==> src/rtl/multiplicador_sat.sv <==
// Sequential signed Q-format multiplier: MSB-first shift-add on magnitudes, then shift by F with saturation to +/-(2^L-1).
// Optional build macro REDONDEO_EN selects round-half-away-from-zero instead of truncation; latency is the same either way.
module multiplicador_sat #(
   parameter int unsigned L = 24,
   parameter int unsigned F = 12
) (
   input  logic         clk,
   input  logic         reset_n,
   input  logic         start,
   input  logic [L:0]   a,
   input  logic [L:0]   b,
   output logic         ready,
   output logic         done,
   output logic [L:0]   y,
   output logic         sat
);

   localparam int unsigned W  = L + 1;
   localparam int unsigned PW = 2 * L + 2;
   localparam int unsigned CW = $clog2(L + 1);

`ifdef REDONDEO_EN
   localparam logic [PW-1:0] RND = PW'(1) << (F - 1);
`else
   localparam logic [PW-1:0] RND = '0;
`endif

   localparam logic [W-1:0] Y_POS_MAX = {1'b0, {L{1'b1}}};
   localparam logic [W-1:0] Y_NEG_MAX = {1'b1, {(L - 1){1'b0}}, 1'b1};

   typedef enum logic [1:0] {IDLE, CALC, SAT, DONE} state_t;

   state_t          state_q, state_d;
   logic [W-1:0]    ma_q, ma_d;
   logic [W-1:0]    mb_q, mb_d;
   logic            sign_q, sign_d;
   logic [CW-1:0]   cnt_q, cnt_d;
   logic [PW-1:0]   acc_q, acc_d;
   logic [W-1:0]    y_q, y_d;
   logic            sat_q, sat_d;
   logic            ready_q, ready_d;
   logic            done_q, done_d;

   logic [PW-1:0]   rnd_c;
   logic [PW-1:0]   m_c;
   logic            ovf_c;

   // State and datapath registers
   always_ff @(posedge clk) begin
      if (!reset_n) begin
         state_q <= IDLE;
         ma_q    <= '0;
         mb_q    <= '0;
         sign_q  <= 1'b0;
         cnt_q   <= '0;
         acc_q   <= '0;
         y_q     <= '0;
         sat_q   <= 1'b0;
         ready_q <= 1'b1;
         done_q  <= 1'b0;
      end else begin
         state_q <= state_d;
         ma_q    <= ma_d;
         mb_q    <= mb_d;
         sign_q  <= sign_d;
         cnt_q   <= cnt_d;
         acc_q   <= acc_d;
         y_q     <= y_d;
         sat_q   <= sat_d;
         ready_q <= ready_d;
         done_q  <= done_d;
      end
   end

   // Next-state and datapath logic
   always_comb begin
      state_d = state_q;
      ma_d    = ma_q;
      mb_d    = mb_q;
      sign_d  = sign_q;
      cnt_d   = cnt_q;
      acc_d   = acc_q;
      y_d     = y_q;
      sat_d   = sat_q;

      // Overflow means any bit at or above position L survives the shift
      rnd_c = acc_q + RND;
      m_c   = rnd_c >> F;
      ovf_c = |m_c[PW-1:L];

      unique case (state_q)
         IDLE: begin
            if (start) begin
               ma_d    = a[L] ? (W'(0) - a) : a;
               mb_d    = b[L] ? (W'(0) - b) : b;
               sign_d  = a[L] ^ b[L];
               cnt_d   = CW'(L);
               acc_d   = '0;
               state_d = CALC;
            end
         end
         CALC: begin
            acc_d = {acc_q[PW-2:0], 1'b0} + (mb_q[cnt_q] ? PW'(ma_q) : PW'(0));
            if (cnt_q == '0) begin
               state_d = SAT;
            end else begin
               cnt_d = cnt_q - CW'(1);
            end
         end
         SAT: begin
            if (ovf_c) begin
               y_d   = sign_q ? Y_NEG_MAX : Y_POS_MAX;
               sat_d = 1'b1;
            end else begin
               y_d   = sign_q ? (W'(0) - m_c[L:0]) : m_c[L:0];
               sat_d = 1'b0;
            end
            state_d = DONE;
         end
         DONE: begin
            state_d = IDLE;
         end
         default: begin
            state_d = IDLE;
         end
      endcase

      ready_d = (state_d == IDLE);
      done_d  = (state_d == DONE);
   end

   assign ready = ready_q;
   assign done  = done_q;
   assign y     = y_q;
   assign sat   = sat_q;

endmodule

==> config.mk <==
export PLATFORM = sky130hd
export DESIGN_NAME = multiplicador_sat
export DESIGN_NICKNAME = d
export VERILOG_FILES = /design/src/rtl/multiplicador_sat.sv
export SDC_FILE = /design/constraint.sdc
export NUM_CORES = 1
export LEC_CHECK = 0
export BUFFER_PORTS_ARGS = -buffer_cell sky130_fd_sc_hd__buf_2
export CORE_MARGIN = 1.5
export CORE_UTILIZATION = 65
export CTS_CLUSTER_DIAMETER = 80
export CTS_CLUSTER_SIZE = 8
export DETAILED_ROUTE_END_ITERATION = 7
export PLACE_DENSITY_LB_ADDON = 0.1
export SYNTH_ARGS = -nofsm -noshare
export SYNTH_HDL_FRONTEND = slang
export SYNTH_SLANG_ARGS = --single-unit
==> constraint.sdc <==
create_clock -name clk -period 14.4 [get_ports clk]
set_input_delay 2.88 -clock clk [delete_from_list [all_inputs] [get_ports clk]]
set_output_delay 2.88 -clock clk [all_outputs]
set_load 0.01 [all_outputs]
==> After elaboration in Yosys (flattened, before gate mapping) <==
Index checks and enable logic that the tools add are counted.
{ "totals": {"output_inout_bits": 28, "register_bits": 136, "input_bits": 53} }
{ "classes": {"bitwise": 1, "n_reduce_logical": 8, "add_sub_neg": 5, "n_eq_ne": 6, "muxes": 17, "n_lt_le_gt_ge": 1} }
{ "op_table": {"columns": ["operator", "n"], "rows": [
  ["25-bit 2-to-1 mux", 6],
  ["50-bit case mux with 2 select lines", 1],
  ["1-bit by 25-bit subtractor with 25-bit output (first input constant)", 3],
  ["50-bit by 25-bit adder with 50-bit output", 1],
  ["50-bit 2-to-1 mux", 1],
  ["14-bit OR reduction", 1],
  ["5-bit 2-to-1 mux", 2],
  ["5-bit case mux with 2 select lines", 1],
  ["2-bit case mux with 4 select lines", 1],
  ["2-bit == test (second input constant)", 3],
  ["5-bit by 6-bit less-than comparator with 1-bit output (second input constant)", 1],
  ["1-bit binary-select mux with 5-bit select", 1],
  ["5-bit zero test", 1],
  ["5-bit by 1-bit subtractor with 5-bit output (second input constant)", 1],
  ["2-bit zero test", 2],
  ["2-bit 2-to-1 mux", 2],
  ["2-bit inequality test (second input constant)", 2],
  ["2-bit AND reduction", 2],
  ["3-bit AND reduction", 1],
  ["2-bit by 1-bit == test with 1-bit output (second input constant)", 1],
  ["1-bit 2-to-1 mux", 2],
  ["2-bit nonzero test", 1],
  ["1-bit bitwise XOR", 1]
]} }

==> Depth between registers and ports, before layout <==
{ "depth": {"word_depth": 5, "ltp_mapped": 19, "ltp_nobuf": 16} }

==> Worst setup path before layout <==
OpenSTA, ideal clock, no wires.
{ "synth_timing": {"kind": "input-to-reg", "startpoint": "input a[9]", "endpoint": "register ma_q[23]", "slack_ns": 9.467, "setup_ns": 0.122, "arrival_ns": 4.811, "path_stages": 8, "cell_sequence": "or4_4 -> or3_4 -> or3_1 -> nand2b_1 -> nand2b_1 -> o21ai_0 -> xor2_1 -> o21ai_0"} }
{ "synth_between": {"elab_chain_cells": 2} }
{ "synth_lines": {"columns": ["element", "line", "source"], "rows": [
  ["start, declared", "10", "input logic [L:0] a,"],
  ["1-bit by 25-bit subtractor with 25-bit output", "94", "ma_d = a[L] ? (W'(0) - a) : a;"],
  ["25-bit 2-to-1 mux", "94", null],
  ["end signal, assigned", "63", "ma_q <= ma_d;"],
  ["end, declared", "34", "logic [W-1:0] ma_q, ma_d;"]
]} }
Every way passes these cells.
A chain may end at the register's enable or synchronous reset.

==> Final worst setup path <==
{ "layout_timing": {"startpoint": "register cnt_q[0]", "endpoint": "register acc_q[37]"} }
{ "layout_between": {"elab_chain_cells": 5} }
{ "layout_lines": {"columns": ["element", "line", "source"], "rows": [
  ["start, declared", "37", "logic [CW-1:0] cnt_q, cnt_d;"],
  ["start signal, assigned", "66", "cnt_q <= cnt_d;"],
  ["1-bit binary-select mux with 5-bit select", "103", "acc_d = {acc_q[PW-2:0], 1'b0} + (mb_q[cnt_q] ? PW'(ma_q) : PW'(0));"],
  ["1-bit 2-to-1 mux (implied by the code)", "103", null],
  ["25-bit 2-to-1 mux", "103", null],
  ["50-bit by 25-bit adder with 50-bit output", "103", null],
  ["50-bit case mux with 2 select lines", "91", "unique case (state_q)"],
  ["end signal, assigned", "56", "acc_q <= '0;"],
  ["end signal, assigned", "67", "acc_q <= acc_d;"],
  ["end, declared", "38", "logic [PW-1:0] acc_q, acc_d;"]
]} }
Every way passes these cells. The select of a mux whose other input is x is not followed.

==> results.md <==
* Status: completed
* Register area share after synthesis at 31.7%
* Vias at 7914
* CP Launch Point: cnt_q[0]
* EDFF count, synth at 0
* Clock tree buffer depth at 2
* Most frequent CP cell: mux4_2
* Largest stage delay, worst path at 0.66 ns
* Grt total ovfl at 0
* Clock slew at reported path FFs at 0.06 ns
* Synthesized flop and latch total at 136
* Antenna-violating nets left at 0
* Syn Inst Count at 1078
* Hold path startpoint: y[22]
* Final wirelength at 20200 um
* Net count, final at 1192
* Vias per Instance at 6.12
* Inst Count DP at 1262
* Post-Place Setup Slack at 9.24 ns
* Top FF cell, synth: dfxtp_1
* Initial Util at 67.2%
* Reg2reg start: cnt_q[0]
* Final Setup Violations at 0
* CP top delay family: multiplexers
* Avg Inst Size Synth at 7.97 sq um
* Power Dens Cells at 134 nW/um^2
* Layout cells sized above 1 at 13.4%
* Yosys warning total at 0
* Slowest-stage cell, CP: dfxtp_1
* DP Area at 8980 sq um
* Ant diodes at 0
* Fmax achieved at 194 MHz
* Crit-path cells: mux4_2 > mux4_2 > mux2_2 > and2_1 > ha_1 > inv_1 > fa_1 > and2b_1 > o2111ai_1 > a2111oi_4 > nor4b_1 > o211a_1 > or3_1 > mux2i_1 > o21ai_0
* CP Capture Type: flop
* Post-synthesis compound-gate area fraction at 24.7%
* Hold-fix buffers at CTS at 0
* Tmin final at 5.15 ns
* Area delta synth->final at 12.5%
* Ys async rst share at 0%
* Chip height at 118 um
* CTS tree: yes
* Period utilization at 35.8%
* Routed length per instance at 15.6 um
* Hold WS at 0.470 ns
* Cts repair resizes at 0
* Initial antenna violation count at 0
* Setup ws final at 9.25 ns
* Post-Layout Inst Area at 9660 sq um
* First-pass GRT wire length at 34300 um
* Crit path required time at 14.66 ns
* Post-Synth Adder-Cell Area at 4.46%
* Port bufs at 80
* Pwr Total at 1.30 mW
* Library cells used by synthesis at 68
* Largest family of logic cells by synthesized area: compound AO/OA/AOI/OAI gates
* Post-synthesis simple-gate area fraction at 22.6%
* Layout filler cell count at 981
* Mapped cell area at 8590 sq um
* Overall die area at 13900 sq um
* Final hold violation count at 0
* Core ar. at 12800 sq um
* TritonRoute pass-1 iters at 5
* DRT iter0 DRCs at 646
* Multiplexer share of the synthesized area at 2.78%
* RSZ-0062 raised after global routing: false
* CTS buffer count at 17
* Commonest non-fill, non-tap cell in the layout: nand2_1
* CP Max Fanout at 25
* Worst-Margin Slew at 1.09 ns
* Maximum vdd drop at 90.4 uV
* Worst min path class: flop to flop
* XOR/XNOR share of the synthesized area at 9.18%
* Post-DP HPWL at 13800 um
* Syn Nets at 1161
* Relative slew slack at 27.3%
* Most frequent cells in the layout: nand2_1, dfxtp_1, o21ai_0
* Crit path kind: flop to flop
* Slew Viols, Final at 0
* Worst Path Buf+Inv at 1
* DRC violations left at 0
* Crit path DAT at 5.41 ns
* Clock Skews at 0.00875 ns
* Final setup TNS at 0 ns
* Clock Sinks at 136
* MaxCap Viol Count at 0
* Die width at 118 um
* Largest net degree at the start of global routing at 103
* Global Route Usage Sum at 29.5%
* Clock Latency Late Sink at 0.43 ns
* Vias in the first global route at 7361
* CTS root buf: clkbuf_16
* Leak at 4.19 nW
* Layout Cells excl Fill at 1294
* Setup bufs post-CTS at 0
* # H-tree levels at 4
* # rows at 41
* Worst setup SP type: flop
* Boundary Pins at 81
* Final Util at 75.6%
* GPL Wtd Cong at 0.962
-- cells in the mapped netlist, types with 7 or more instances --
library cell / count / area [sq um]
inv_1: 22 / 82.6
a21oi_1: 64 / 320
ha_1: 29 / 363
nand2_1: 151 / 567
clkbuf_1: 69 / 259
xnor2_1: 29 / 254
a21boi_0: 16 / 120
or3_1: 13 / 81.3
mux4_2: 7 / 158
nor3_1: 26 / 130
o41ai_1: 7 / 61.3
and2_1: 32 / 200
dfxtp_1: 136 / 2720
nand2b_1: 8 / 50.1
nor2b_1: 27 / 169
xor2_1: 61 / 534
mux2i_1: 7 / 70.1
nor4_1: 8 / 50.1
nand3_1: 31 / 155
o211ai_1: 11 / 82.6
o211a_1: 38 / 380
a22oi_1: 16 / 120
nand4_1: 9 / 56.3
o31ai_1: 11 / 82.6
nor2_1: 44 / 165
and3_1: 12 / 75.1
o21ai_0: 102 / 510
-- sequential cells by signal (all words and copies together) (netlist names) --
| name | flops |
|---|---|
| sign_q | 1 |
| ma_q | 25 |
| acc_q | 50 |
| y | 25 |
| mb_q | 25 |
| ready | 1 |
| cnt_q | 5 |
| state_q | 2 |
| done | 1 |
| sat | 1 |
-- logic make-up (layout without fill, tap and decap cells) --
family | Yosys count | in the layout
mux | 15 | 15
simple gates | 391 | 391
xor+xnor | 90 | 90
compound gates | 316 | 316
fa+ha+maj | 30 | 30
buf+inv | 100 | 144
flops | 136 | 136
-- where the power goes --
group,leakage [nW],switching (mW),internal [mW]
Sequential,1.11,0.0397,0.424
Combinational,2.75,0.196,0.133
Clock,0.336,0.167,0.338
Total,4.19,0.403,0.895
-- path summary, 6_finish.rpt --
kind               endpoint  slack [ns]  cells after the start
hold reg to reg       y[22]        0.47                      2
setup reg to reg  acc_q[37]        9.25                     15
hold / removal        y[22]        0.47                      2
setup / recovery  acc_q[37]        9.25                     15
-- cell type report --
| class | instances | area, sq um | area share [%] |
|---|---|---|---|
| repair buffers | 89 | 468 | 4.84 |
| clock buffers | 20 | 467 | 4.83 |
| multi-input cells | 842 | 5480 | 56.8 |
| flip-flops and latches | 136 | 2720 | 28.2 |
| well taps | 172 | 215 | 2.23 |
| inverters | 23 | 86.3 | 0.893 |
| clock inverters | 12 | 220 | 2.28 |
-- worst reg2reg max path, stage by stage (launching register included) --
cell and delay, ns:
dfxtp_1 0.66, mux4_2 0.57, mux4_2 0.49, mux2_2 0.43, and2_1 0.23, ha_1 0.19, inv_1 0.07, fa_1 0.19
and2b_1 0.20, o2111ai_1 0.35, a2111oi_4 0.16, nor4b_1 0.56, o211a_1 0.44, or3_1 0.21, mux2i_1 0.18, o21ai_0 0.08
-- routing by layer --
layer  vias up  wire length, um  global-route usage (%)
met3        47              971                    5.43
met4         0              482                    10.4
met1      3711             9020                    37.9
met5         -                0                       0
met2       246             9730                    49.7
li1       3910                -                       -
Power figures use the tool's default switching activity.
